`src/rtl/ram_port_arbiter_pkg.sv`:
```
// Shared types for the two-requester RAM port arbiter and its in-order ID FIFO.
package ram_port_arbiter_pkg;

    localparam int NUM_REQ = 2;

    typedef enum logic [0:0] {
        REQ_LOADER = 1'b0,
        REQ_CORE   = 1'b1
    } req_id_e;

    typedef struct packed {
        logic        we;
        logic [3:0]  be;
        logic [31:0] addr;
        logic [31:0] wdata;
    } req_bundle_t;

    // A depth-1 FIFO still needs a one-bit pointer to stay legal.
    function automatic int ptr_width(input int depth);
        return (depth > 1) ? $clog2(depth) : 1;
    endfunction

endpackage

```
`src/rtl/arb_id_fifo.sv`:
```
// In-order FIFO of requester IDs; zero-latency head, pointers wrap modulo DEPTH.
// Backpressure: a push is taken when not full, or when full and a pop lands in the same cycle.
module arb_id_fifo
    import ram_port_arbiter_pkg::*;
#(
    parameter  int DEPTH = 2,
    parameter  int WIDTH = 1,
    localparam int CW    = $clog2(DEPTH + 1)
) (
    input  logic             clk,
    input  logic             rst,
    input  logic             push,
    input  logic [WIDTH-1:0] push_dat,
    input  logic             pop,
    output logic [WIDTH-1:0] head_dat,
    output logic             empty,
    output logic [CW-1:0]    count
);

    localparam int PW = ptr_width(DEPTH);

    logic [WIDTH-1:0] mem_q [DEPTH];
    logic [PW-1:0]    rd_ptr_q;
    logic [PW-1:0]    wr_ptr_q;
    logic [CW-1:0]    count_q;
    logic             pop_ok;
    logic             push_ok;

    function automatic logic [PW-1:0] ptr_inc(input logic [PW-1:0] p);
        return (int'(p) == DEPTH - 1) ? '0 : p + PW'(1);
    endfunction

    assign empty    = (count_q == '0);
    assign count    = count_q;
    assign head_dat = mem_q[rd_ptr_q];
    assign pop_ok   = pop & ~empty;
    assign push_ok  = push & ((int'(count_q) < DEPTH) | pop_ok);

    always_ff @(posedge clk) begin
        if (push_ok) begin
            mem_q[wr_ptr_q] <= push_dat;
        end
    end

    always_ff @(posedge clk or posedge rst) begin
        if (rst) begin
            rd_ptr_q <= '0;
            wr_ptr_q <= '0;
            count_q  <= '0;
        end else begin
            if (push_ok) begin
                wr_ptr_q <= ptr_inc(wr_ptr_q);
            end
            if (pop_ok) begin
                rd_ptr_q <= ptr_inc(rd_ptr_q);
            end
            if (push_ok && !pop_ok) begin
                count_q <= count_q + CW'(1);
            end else if (pop_ok && !push_ok) begin
                count_q <= count_q - CW'(1);
            end
        end
    end

endmodule

```
`src/rtl/ram_port_arbiter.sv`:
```
// Round-robin arbiter of SPI loader and core onto one RAM port; grant and response are same-cycle.
// Backpressure: selection locks while the memory withholds mem_gnt_i; issue stalls at MAX_OUTST outstanding.
module ram_port_arbiter
    import ram_port_arbiter_pkg::*;
#(
    parameter int MAX_OUTST = 2
) (
    input  logic        clk_sys_i,
    input  logic        rst_sys_i,
    input  logic [1:0]  req_i,
    input  logic [1:0]  we_i,
    input  logic [7:0]  be_i,
    input  logic [63:0] addr_i,
    input  logic [63:0] wdata_i,
    input  logic        load_mode_i,
    output logic [1:0]  gnt_o,
    output logic [1:0]  rvalid_o,
    output logic [31:0] rdata_o,
    output logic        mem_req_o,
    output logic        mem_we_o,
    output logic [3:0]  mem_be_o,
    output logic [31:0] mem_addr_o,
    output logic [31:0] mem_wdata_o,
    input  logic        mem_gnt_i,
    input  logic        mem_rvalid_i,
    input  logic [31:0] mem_rdata_i,
    output logic        proto_err_o
);

    localparam int CW = $clog2(MAX_OUTST + 1);

    req_bundle_t        bundle [NUM_REQ];
    logic [NUM_REQ-1:0] elig;
    req_id_e            sel;
    req_id_e            last_q;
    req_id_e            lock_sel_q;
    logic               locked_q;
    logic               proto_err_q;
    logic               fifo_empty;
    logic [CW-1:0]      fifo_count;
    logic [0:0]         head_dat;
    logic               pop;
    logic               space;
    logic               req_int;
    logic               hs;

    always_comb begin
        for (int i = 0; i < NUM_REQ; i++) begin
            bundle[i].we    = we_i[i];
            bundle[i].be    = be_i[i*4 +: 4];
            bundle[i].addr  = addr_i[i*32 +: 32];
            bundle[i].wdata = wdata_i[i*32 +: 32];
        end
    end

    assign elig = req_i & {~load_mode_i, 1'b1};

    always_comb begin
        sel = REQ_LOADER;
        if (locked_q) begin
            sel = lock_sel_q;
        end else if (&elig) begin
            sel = (last_q == REQ_LOADER) ? REQ_CORE : REQ_LOADER;
        end else if (elig[1]) begin
            sel = REQ_CORE;
        end
    end

    // A response retiring this cycle frees its slot for a same-cycle issue.
    assign pop     = mem_rvalid_i & ~fifo_empty & ~rst_sys_i;
    assign space   = (int'(fifo_count) < MAX_OUTST) | pop;
    assign req_int = (locked_q ? req_i[lock_sel_q] : |elig) & space & ~rst_sys_i;
    assign hs      = req_int & mem_gnt_i;

    always_ff @(posedge clk_sys_i or posedge rst_sys_i) begin
        if (rst_sys_i) begin
            locked_q    <= 1'b0;
            lock_sel_q  <= REQ_LOADER;
            last_q      <= REQ_CORE;
            proto_err_q <= 1'b0;
        end else begin
            locked_q <= req_int & ~mem_gnt_i;
            if (req_int && !mem_gnt_i) begin
                lock_sel_q <= sel;
            end
            if (hs) begin
                last_q <= sel;
            end
            if (mem_rvalid_i && fifo_empty) begin
                proto_err_q <= 1'b1;
            end
        end
    end

    arb_id_fifo #(
        .DEPTH (MAX_OUTST),
        .WIDTH (1)
    ) u_id_fifo (
        .clk      (clk_sys_i),
        .rst      (rst_sys_i),
        .push     (hs),
        .push_dat (sel),
        .pop      (pop),
        .head_dat (head_dat),
        .empty    (fifo_empty),
        .count    (fifo_count)
    );

    assign mem_req_o   = req_int;
    assign mem_we_o    = bundle[sel].we & ~rst_sys_i;
    assign mem_be_o    = rst_sys_i ? '0 : bundle[sel].be;
    assign mem_addr_o  = rst_sys_i ? '0 : bundle[sel].addr;
    assign mem_wdata_o = rst_sys_i ? '0 : bundle[sel].wdata;

    assign gnt_o[0]    = hs & (sel == REQ_LOADER);
    assign gnt_o[1]    = hs & (sel == REQ_CORE);
    assign rvalid_o[0] = pop & (head_dat == 1'b0);
    assign rvalid_o[1] = pop & (head_dat == 1'b1);
    assign rdata_o     = (mem_rvalid_i && !rst_sys_i) ? mem_rdata_i : '0;
    assign proto_err_o = proto_err_q;

endmodule

```
`config.mk`:
```
export PLATFORM = sky130hd
export DESIGN_NAME = ram_port_arbiter
export DESIGN_NICKNAME = d
export VERILOG_FILES = /design/src/rtl/ram_port_arbiter_pkg.sv /design/src/rtl/arb_id_fifo.sv /design/src/rtl/ram_port_arbiter.sv
export SDC_FILE = /design/constraint.sdc
export NUM_CORES = 1
export LEC_CHECK = 0
export CORE_AREA = 2 2 109 111
export DETAILED_ROUTE_END_ITERATION = 16
export DIE_AREA = 0 0 111 113
export GPL_TIMING_DRIVEN = 0
export PLACE_DENSITY = 0.61
export SLEW_MARGIN = 25
export SYNTH_ARGS = -nofsm -noshare
export SYNTH_HDL_FRONTEND = slang
export SYNTH_HIERARCHICAL = 1
export SYNTH_SLANG_ARGS = --single-unit
export TNS_END_PERCENT = 1
```
`constraint.sdc`:
```
create_clock -name clk_sys_i -period 1.9 [get_ports clk_sys_i]
set_input_delay 0.285 -clock clk_sys_i [delete_from_list [all_inputs] [get_ports clk_sys_i]]
set_output_delay 0.285 -clock clk_sys_i [all_outputs]
set_load 0.1 [all_outputs]
```
# Word level (Yosys, flattened, before mapping)
# Memory sizes are Yosys's and may differ from the RTL's.
# Cells that the tools add are included.
[totals]
ff_bits = 8
ram_bits = 2
in_bits = 177
out_inout_bits = 107
elab_cells = 71
n_memories = 1
[memory_table]
columns = ["name", "depth", "width", "read_ports", "rd_clocked_by_memory_dff", "wr", "line", "source"]
rows = [
  ["u_id_fifo.mem_q", 2, 1, 1, 0, 1, "arb_id_fifo.sv:22", "logic [WIDTH-1:0] mem_q [DEPTH];"],
]
[op_classes]
n_addsub = 4
order_cmp = 3
mux = 20
bitwise_logic = 23
reduce_logical = 13
[ops]
columns = ["operator", "count"]
rows = [
  ["two-way mux 69 bit", 3],
  ["two-way mux 32 bit", 3],
  ["bitwise AND 1 bit", 13],
  ["two-way mux 1 bit", 11],
  ["NOT 1 bit", 6],
  ["logical AND 1 bit", 5],
  ["logical NOT 1 bit", 4],
  ["two-way mux 2 bit", 2],
  ["two-way mux 4 bit", 1],
  ["adder 1 bit (second input constant)", 2],
  ["adder 2 x 1 -> 2 bit (second input constant)", 1],
  ["bitwise AND 2 bit", 1],
  ["greater-or-equal comparator 2 bit (second input constant)", 1],
  ["logical NOT 2 bit", 1],
  ["less-than comparator 1 x 2 -> 1 bit (second input constant)", 1],
  ["less-than comparator 2 bit (second input constant)", 1],
  ["NOT 1 -> 2 bit", 1],
  ["bitwise OR 1 bit", 2],
  ["AND reduction 2 bit", 1],
  ["nonzero test 2 bit", 1],
  ["OR reduction 2 bit", 1],
  ["subtractor 2 x 1 -> 2 bit (second input constant)", 1],
]

# Depth between registers and ports, before layout
# Gate-level depths: netlist (run 1).
[logic_depth]
word_depth = 13
mapped_depth = 11
mapped_depth_nobuf = 11

# Cells and area by module
# Netlist (run 1), hierarchy kept.
[modules_own_cells]
columns = ["mod", "n_inst", "cells_per_inst", "area_per_inst_um2", "seq_area_each_um2"]
rows = [
  ["ram_port_arbiter", 1, 220, 1575.3, 101.3],
  ["arb_id_fifo", 1, 23, 271.5, 160.2],
]

# Worst setup path before layout (run 1)
# No wires, ideal clock.
[synth_path]
path_kind = "reg-to-output"
start = "register u_id_fifo.rd_ptr_q"
end = "output rvalid_o[0]"
arrival_time_ns = 2.752
required_ns = 1.615
setup_slack_ns = -1.137
path_stages_with_launch = 3
n_path_buf = 0
cell_sequence = "dfrtp_1 -> mux2_2 -> nor3_1"
[synth_via]
elab_chain_cells = 3
[synth_rtl]
columns = ["item", "line", "source"]
rows = [
  ["start: declaration", "arb_id_fifo.sv:23", "logic [PW-1:0] rd_ptr_q;"],
  ["start signal: assignment", "arb_id_fifo.sv:55", "rd_ptr_q <= ptr_inc(rd_ptr_q);"],
  ["memory (2 x 1 bit)", "n/a", ""],
  ["named net head_dat", "ram_port_arbiter.sv:41", "logic [0:0] head_dat;"],
  ["NOT 1 bit", "ram_port_arbiter.sv:117", "assign rvalid_o[0] = pop & (head_dat == 1'b0);"],
  ["bitwise AND 1 bit", "ram_port_arbiter.sv:117", ""],
  ["end: declaration", "ram_port_arbiter.sv:17", "output logic [1:0] rvalid_o,"],
]
# The timed path passes the listed nets, and every way through them passes these cells.

# Worst setup path after layout (run 1)
[layout_path]
start = "register last_q"
end = "output mem_wdata_o[15]"
[layout_via]
elab_chain_cells = 8
[layout_rtl]
columns = ["item", "line", "source"]
rows = [
  ["start: declaration", "ram_port_arbiter.sv:35", "req_id_e last_q;"],
  ["start signal: assignment", "ram_port_arbiter.sv:87", "last_q <= sel;"],
  ["two-way mux 1 bit", "ram_port_arbiter.sv:63", "sel = (last_q == REQ_LOADER) ? REQ_CORE : REQ_LOADER;"],
  ["two-way mux 1 bit", "ram_port_arbiter.sv:62", "end else if (&elig) begin"],
  ["two-way mux 1 bit", "ram_port_arbiter.sv:60", "if (locked_q) begin"],
  ["NOT 1 -> 2 bit (not written as such)", "ram_port_arbiter.sv:113", "assign mem_wdata_o = rst_sys_i ? '0 : bundle[sel].wdata;"],
  ["two-way mux 69 bit (not written as such) (3 in a row)", "ram_port_arbiter.sv:113", ""],
  ["two-way mux 32 bit", "ram_port_arbiter.sv:113", ""],
  ["end: declaration", "ram_port_arbiter.sv:23", "output logic [31:0] mem_wdata_o,"],
]
# Every way passes these cells. The select of a mux whose other input is x is not followed.

==> impl_metrics.csv, run 1 <==
group,metric,value,unit
final_layout,synthToLayoutAreaGrowth,198,%
setup_path,critical_path.startpoint_type,"flop",
routing,drt.antenna.violating_nets,0,
pwr,cellPowerDensity,684,mW/mm2
sta,worst_pin_slew,983,ps
setup_path,critical_path.n_buffers_inverters,3,
pwr,pwr-share-clk,10.3,%
global_routing,first_global_vias,2882,
pwr,max-vdd-ir-drop,0.399,mV
placed_design,dpl.hpwl,8620,um
routing,wl_per_cell,15.5,um
pwr,combinationalPowerShare,79.7,%
global_routing,grt_util_overall,15.2,%
setup_path,cpPeakStageDelay,530,ps
pwr,p_seq_share,10.0,%
setup_path,cp_top_family,"buffers and inverters",
sta,final.period_utilization,117,%
pwr,leakage,2.65,nW
global_routing,antenna_violations_before_repair,1,
pwr,net-switching-power,2.02,mW
sta,hold_violations,0,
synthesis,ys_top_cells_by_area,"mux2i_1, nor2_1, and2_1",
flow_run,maxCapViolCount,0,
final_layout,drive_gt1_share,28.1,%
status,run_status,"finished with violations",
final_layout,final_util,48.8,%
clocking,cts_num_sinks,10,
clocking,cts.clk_slew.worst_paths,40,ps
setup_path,worstPathArrival,1940,ps
sta,rsz0062_at_grt,"yes",
routing,detail_route.vias_per_cell,4.13,
synthesis,synth_area_leader,"mux2i_1",
die,top_level_ports,284,
die,floorplan.initialDensity,16.4,%
routing,dr.first_iter.drc_count,68,
setup_path,crit_type,"reg -> out",
synthesis,synth_edf_count,2,
setup_path,cpMostUsedCell,"buf_6",
placed_design,io_buffer_count,283,
clocking,clockBufferDepth,2,
clocking,root_buffer,"clkbuf_16",
synthesis,post_synth_instance_area,0.00185,mm2
routing,dr_total_vias,2793,
pwr,p_int,1.74,mW
clocking,worst_skew_pair.late_latency,240,ps
sta,maxSlewViolCount,0,
synthesis,yosys.cell_count.top_type,"nor2_1",
synthesis,total_of_flip_flops_plus_latches_after_synthesis,10,
synthesis,synth_common_cells,"nor2_1, mux2i_1, and2_1",
routing,wirelength,10500,um
routing,met1Wirelength,3840,um
synthesis,synth_seq_area_share,14.2,%
synthesis,gate_count_post_synth,243,
final_layout,final_nets,713,
clocking,cts_tree,"yes",
routing,dr.pass1.iters,4,
setup_path,crit_fanout,10,
synthesis,yosys_warns,6,
routing,met3WireLength,946,um
die,num_rows,39,
final_layout,fillers,1084,
clocking,cts-hold-fix-buffers,0,
synthesis,ys.flop_type,"dfrtp_1",
sta,timing.final.crit_period,2220,ps
setup_path,critical_path.cell_chain,"nand2_2, a32oi_4, buf_6, buf_12, mux2i_2, nor2_1, buf_6",
global_routing,grt_start_max_net_pins,11,
placed_design,globalplace.congestion,0.787,
synthesis,synthesis.nets,421,
setup_path,reg2reg_setup_slack,-130,ps
setup_path,cp.depth,7,
routing,remaining_drc_errors,0,
status,violations_in_the_final_reports,"setup timing",
die,die_width,111,um
sta,timing.max_slew.rel_slack,34.7,%
die,chipHeight,113,um
worst_hold_path,min-delay-path-class,"in -> async",
global_routing,grt_pass1_wl,15300,um
pwr,power_switching_share,53.7,%
sta,setup_total_negative_slack,-22450,ps
routing,highest_layer,"met5",
routing,dr_wl_met2,5580,um
die,core,0.0113,mm2
synthesis,synth_top_cell_area_share,37.4,%
setup_path,cp_data_required_time,1620,ps
sta,finClkSkew,1.52,ps
synthesis,async_reset_ff_share,80.0,%
synthesis,synth.distinct_cells,29,
setup_path,cpMaxStageDelayCell,"dfstp_2",
setup_path,worstRegToRegCells,11,
sta,layout_setup_ws,-325,ps
setup_path,end_kind,"primary output",
die,design.die.area,0.0125,mm2
clocking,htree_num_levels,1,
synthesis,postSynthAreaPerCell,7.60,um2
clocking,cts_bufs_inserted,3,
sta,setup_viol_count_final,104,
global_routing,grt_overflow,0,
sta,fmax,449,MHz
final_layout,antenna_cells,0,
-- cell type report --
class                           instances  area [um2]  share of cell area (%)
Buffer                                 19         216                    3.93
Clock buffer                            4        78.8                    1.43
Timing Repair Buffer                  287        3270                    59.5
Multi-Input combinational cell        205        1460                    26.5
Sequential cell                        10         262                    4.75
Inverter                                9        33.8                   0.614
Tap cell                              143         179                    3.25
-- metrics by stage --
stage / power [mW] / hold WS [ps] / cell area, um2 / worst slack, ps / cells
CTS: 3.70 / 260 / 5330 / -364 / 676
global placement: 3.08 / 444 / 4860 / -1320 / 669
global route: 3.91 / 298 / 5500 / -445 / 677
floorplan: 2.31 / 51.1 / 1850 / -812 / 243
detailed placement: 3.10 / 445 / 4860 / -1300 / 669
finish: 3.77 / 258 / 5500 / -325 / 677
-- layer usage --
layer  up-vias  GRT usage [%]
met5         -              0
met4         2           3.42
met3        14           4.39
met2       148           29.2
met1      1248           16.4
li1       1381              -
-- state kept, by name, indices dropped and copies added (netlist names) --
register            flops
lock_sel_q              1
locked_q                1
u_id_fifo/rd_ptr_q      1
last_q                  1
u_id_fifo/wr_ptr_q      1
u_id_fifo/count         2
proto_err_o             1
u_id_fifo/mem_q         2
-- what timing repair did --
action,4_1_cts,5_1_grt
setup endpoints to repair,109,107
pin swaps,3,4
gates cloned,2,1
gates resized for setup,797,42
setup buffers,1,1
-- cells by family after synthesis --
group / share of synthesized area, %
compound gates: 4.00
xor+xnor: 2.37
fa+ha+maj: 0.677
buf+inv: 10.5
mux: 39.2
simple gates: 29.1
flops: 14.2
-- power by group through the flow --
stage / sequential [mW] / clock [mW] / combinational [mW]
after floorplan: 0.355 / 0 / 1.96
after global routing: 0.388 / 0.398 / 3.13
after CTS: 0.369 / 0.395 / 2.93
final: 0.375 / 0.388 / 3.00
after global placement: 0.367 / 0 / 2.71
after detailed placement: 0.367 / 0 / 2.73
-- layout by cell type, fill, tap and decap left out, types with 2 or more instances in the layout --
cell type	n
buf_6	71
clkbuf_1	6
mux2i_2	5
xnor2_1	4
inv_1	8
nor2_2	5
mux2i_1	64
clkdlybuf4s50_1	174
buf_8	12
edfxtp_1	2
dfrtp_1	7
nor2_1	72
dlygate4sd2_1	2
buf_2	2
buf_12	32
mux2_2	3
clkbuf_4	2
buf_4	3
nand2_1	2
clkbuf_16	4
and2_1	34
-- final timing paths --
check                                    from                 end
setup / recovery                       last_q     mem_wdata_o[15]
hold / removal                      rst_sys_i  u_id_fifo/rd_ptr_q
setup reg to reg           u_id_fifo/count[0]  u_id_fifo/count[1]
hold reg to reg                   proto_err_o         proto_err_o
max in group asynchronous           rst_sys_i              last_q
min in group clk_sys_i            proto_err_o         proto_err_o
-- worst reg2reg max path, delay by kind of cell, from the launching register on --
| kind | cells | cell delay [ps] |
|---|---|---|
| AND/OR/NAND/NOR | 3 | 600 |
| flip-flops | 1 | 420 |
| AO/OA/AOI/OAI | 3 | 320 |
| XOR/XNOR | 2 | 270 |
| adder cells (fa/ha/maj) | 1 | 190 |
| buffers and inverters | 2 | 160 |
Note: power is estimated with default switching activity, not from simulation.
==> inputs of run 2 (changes only) <==
--- a/config.mk
+++ b/config.mk
@@ -5,14 +5,13 @@
 export SDC_FILE = /design/constraint.sdc
 export NUM_CORES = 1
 export LEC_CHECK = 0
-export CORE_AREA = 2 2 109 111
+export CORE_AREA = 2 2 110 112
 export DETAILED_ROUTE_END_ITERATION = 16
-export DIE_AREA = 0 0 111 113
+export DIE_AREA = 0 0 112 114
 export GPL_TIMING_DRIVEN = 0
-export PLACE_DENSITY = 0.61
+export PLACE_DENSITY = 0.59
 export SLEW_MARGIN = 25
 export SYNTH_ARGS = -nofsm -noshare
 export SYNTH_HDL_FRONTEND = slang
-export SYNTH_HIERARCHICAL = 1
 export SYNTH_SLANG_ARGS = --single-unit
 export TNS_END_PERCENT = 1
==> impl_metrics.csv, run 2 <==
group,metric,value,unit
synthesis,ys_top_cells_by_area,"nand2_1, a21oi_1, and2_1",
pwr,cellPowerDensity,621,mW/mm2
synthesis,post_synth_and_or_nand_nor_area_fraction,48.2,%
die,core,0.0117,mm2
synthesis,synthXorXnorAreaFrac,2.59,%
worst_hold_path,worst_hold_startpoint,"proto_err_o",
final_layout,final_cell_mix,"clkdlybuf4s50_1, nand2_1, buf_12",
final_layout,final_util,59.5,%
die,top_level_ports,284,
clocking,htree_num_levels,1,
final_layout,mostFrequentLayoutCell,"clkdlybuf4s50_1",
placed_design,globalplace.congestion,0.781,
sta,worst_pin_slew,1010,ps
setup_path,critical_path.cell_chain,"and2_4, a31oi_4, buf_12, clkbuf_16, nand2_2, a21oi_4, buf_12",
die,num_rows,40,
setup_path,crit_fanout,10,
setup_path,cp_data_required_time,1620,ps
clocking,clockBufferDepth,2,
sta,layout_setup_ws,-197,ps
final_layout,finished_cell_area,0.00697,mm2
routing,detail_route.vias_per_cell,4.35,
global_routing,grt_util_overall,17.0,%
pwr,max-vdd-ir-drop,0.401,mV
worst_hold_path,min-delay-path-class,"reg -> reg",
setup_path,cpMostUsedCell,"buf_12",
synthesis,synth.distinct_cells,29,
sta,maxSlewViolCount,0,
setup_path,cpMaxStageDelayCell,"dfrtp_1",
sta,finClkSkew,5.31,ps
die,design.die.area,0.0128,mm2
synthesis,synth_area_leader,"nand2_1",
setup_path,end_kind,"primary output",
clocking,cts.clk_slew.worst_paths,40,ps
final_layout,final_nets,781,
clocking,cts_bufs_inserted,3,
worst_hold_path,timing.hold.worst_endpoint,"proto_err_o",
global_routing,grt_pass1_wl,17800,um
setup_path,regToRegStartpoint,"locked_q",
routing,drt.antenna.violating_nets,0,
synthesis,async_reset_ff_share,80.0,%
placed_design,placed_cell_area,0.00552,mm2
synthesis,postSynthAreaPerCell,5.43,um2
final_layout,synthToLayoutAreaGrowth,313,%
sta,setup_viol_count_final,73,
setup_path,reg2reg_setup_slack,30,ps
placed_design,dpl.hpwl,9260,um
flow_run,maxCapViolCount,0,
clocking,worst_skew_pair.late_latency,230,ps
synthesis,total_of_flip_flops_plus_latches_after_synthesis,10,
final_layout,drive_gt1_share,40.9,%
setup_path,worst_reg2reg_path_endpoint,"u_id_fifo.count[1]",
synthesis,synth_common_cells,"nand2_1, a21oi_1, and2_1",
die,floorplan.initialDensity,14.4,%
sta,timing.final.crit_period,2100,ps
routing,dr.first_iter.drc_count,104,
global_routing,grt_start_max_net_pins,12,
global_routing,antenna_violations_before_repair,3,
synthesis,yosys_warns,0,
sta,fmax,477,MHz
routing,remaining_drc_errors,0,
worst_hold_path,min_delay_path_depth,1,
placed_design,io_buffer_count,283,
global_routing,grt_overflow,0,
setup_path,crit_path_start,"locked_q",
setup_path,critical_path.n_buffers_inverters,3,
placed_design,pre_cts_slack,-1720,ps
setup_path,cpPeakStageDelay,410,ps
pwr,totalPowerFinal,4.33,mW
placed_design,placed_cells_incl_taps,741,
routing,dr.pass1.iters,4,
sta,hold_violations,0,
setup_path,cp_top_family,"buffers and inverters",
synthesis,post_synth_mux_area_share,2.15,%
routing,dr_total_vias,3265,
pwr,leakage,2.68,nW
die,die_width,112,um
clocking,root_buffer,"clkbuf_16",
synthesis,synth_seq_area_share,15.5,%
synthesis,synth_top_cell_area_share,30.9,%
sta,rsz0062_at_grt,"yes",
setup_path,crit_type,"reg -> out",
clocking,cts_num_sinks,10,
global_routing,first_global_vias,3473,
synthesis,gate_count_post_synth,311,
sta,final.period_utilization,110,%
synthesis,synthesis.nets,489,
synthesis,yosys.cell_count.top_type,"nand2_1",
status,run_status,"finished with violations",
sta,setup_total_negative_slack,-11250,ps
sta,timing.max_slew.rel_slack,33.1,%
synthesis,synthAdderAreaFrac,0.741,%
synthesis,ys.flop_type,"dfrtp_1",
synthesis,main_combinational_cell_family_by_area_after_synthesis,"simple AND/OR/NAND/NOR gates",
synthesis,post_synth_instance_area,0.00169,mm2
final_layout,final-instance-count-excl-fill,751,
clocking,cts_tree,"yes",
status,violations_in_the_final_reports,"setup timing",
die,chipHeight,114,um
synthesis,synth_compound_area_share,23.7,%
synthesis,synth_edf_count,2,
setup_path,worstRegToRegCells,7,
routing,wl_per_cell,15.8,um
routing,wirelength,11800,um
sta,fin_hold_ws,476,ps
setup_path,critical_path.startpoint_type,"flop",
setup_path,worstPathArrival,1810,ps
## run 2: cell types whose count changed in the layout (fill, tap and decap cells not counted), sizes merged, moves of 5 or more
cell / previous run / this run
mux2i: 69 / 1
nand2: 3 / 139
nor2: 77 / 8
a21oi: 1 / 69
inv: 9 / 4
## run 2: area by class of cell
cell class,instances,area [um2]
sequential,10,262
clock buffer,4,78.8
inverter,4,31.3
fill,958,4740
antenna,2,5.00
tap,147,184
buffer,25,315
multi-input combinational,272,2190
timing repair buffer,287,3900
## run 2: cells by family (layout without fill, tap and decap cells)
family | count (synthesis) | count (layout)
buffers and inverters | 29 | 320
xor gates and xnor gates | 5 | 5
AOI/OAI and AO/OA | 75 | 75
other | 0 | 2
muxes | 3 | 3
adders and majority gates | 1 | 1
and+or+nand+nor | 188 | 188
DFF | 10 | 10
## run 2: how the worst max path moves through the flow
stage	to	cells past startpoint	slack, ps
6_report	mem_addr_o[15]	7	-200
5_1_grt	mem_addr_o[15]	7	-260
4_1_cts	mem_wdata_o[5]	7	-210
3_5_place_dp	mem_wdata_o[5]	7	-1720
3_3_place_gp	mem_wdata_o[5]	7	-1750
2_1_floorplan	mem_wdata_o[22]	5	-220
## run 2: layer usage
layer	share of wire (%)	vias to the layer above	GRT usage, %	wire length (um)
li1	-	1581	-	-
met1	36	1534	19.0	4220
met2	56	136	32.8	6620
met3	7.2	12	4.36	856
met4	1.1	2	2.76	132
met5	0.14	-	0	16
## run 2: power by group
| group | internal [mW] | total, mW | switching, mW |
|---|---|---|---|
| sequential | 0.292 | 0.354 | 0.0613 |
| clock | 0.281 | 0.373 | 0.0921 |
| combinational | 1.45 | 3.60 | 2.15 |
## run 2: repair_timing
action	in CTS	in global routing
setup endpoints to repair	109	107
buffers inserted	4	0
gates resized for setup	984	64
pin swaps	20	10
hold buffers	0	0
==> inputs of run 3 (changes only) <==
--- a/config.mk
+++ b/config.mk
@@ -5,13 +5,14 @@
 export SDC_FILE = /design/constraint.sdc
 export NUM_CORES = 1
 export LEC_CHECK = 0
-export CORE_AREA = 2 2 110 112
+export CORE_AREA = 2 2 109 111
 export DETAILED_ROUTE_END_ITERATION = 16
-export DIE_AREA = 0 0 112 114
+export DIE_AREA = 0 0 111 113
 export GPL_TIMING_DRIVEN = 0
-export PLACE_DENSITY = 0.59
+export PLACE_DENSITY = 0.61
 export SLEW_MARGIN = 25
 export SYNTH_ARGS = -nofsm -noshare
 export SYNTH_HDL_FRONTEND = slang
+export SYNTH_HIERARCHICAL = 1
 export SYNTH_SLANG_ARGS = --single-unit
 export TNS_END_PERCENT = 1
==> results of run 3 <==
The final DEF is identical to that of run 1; final timing and power are the same.
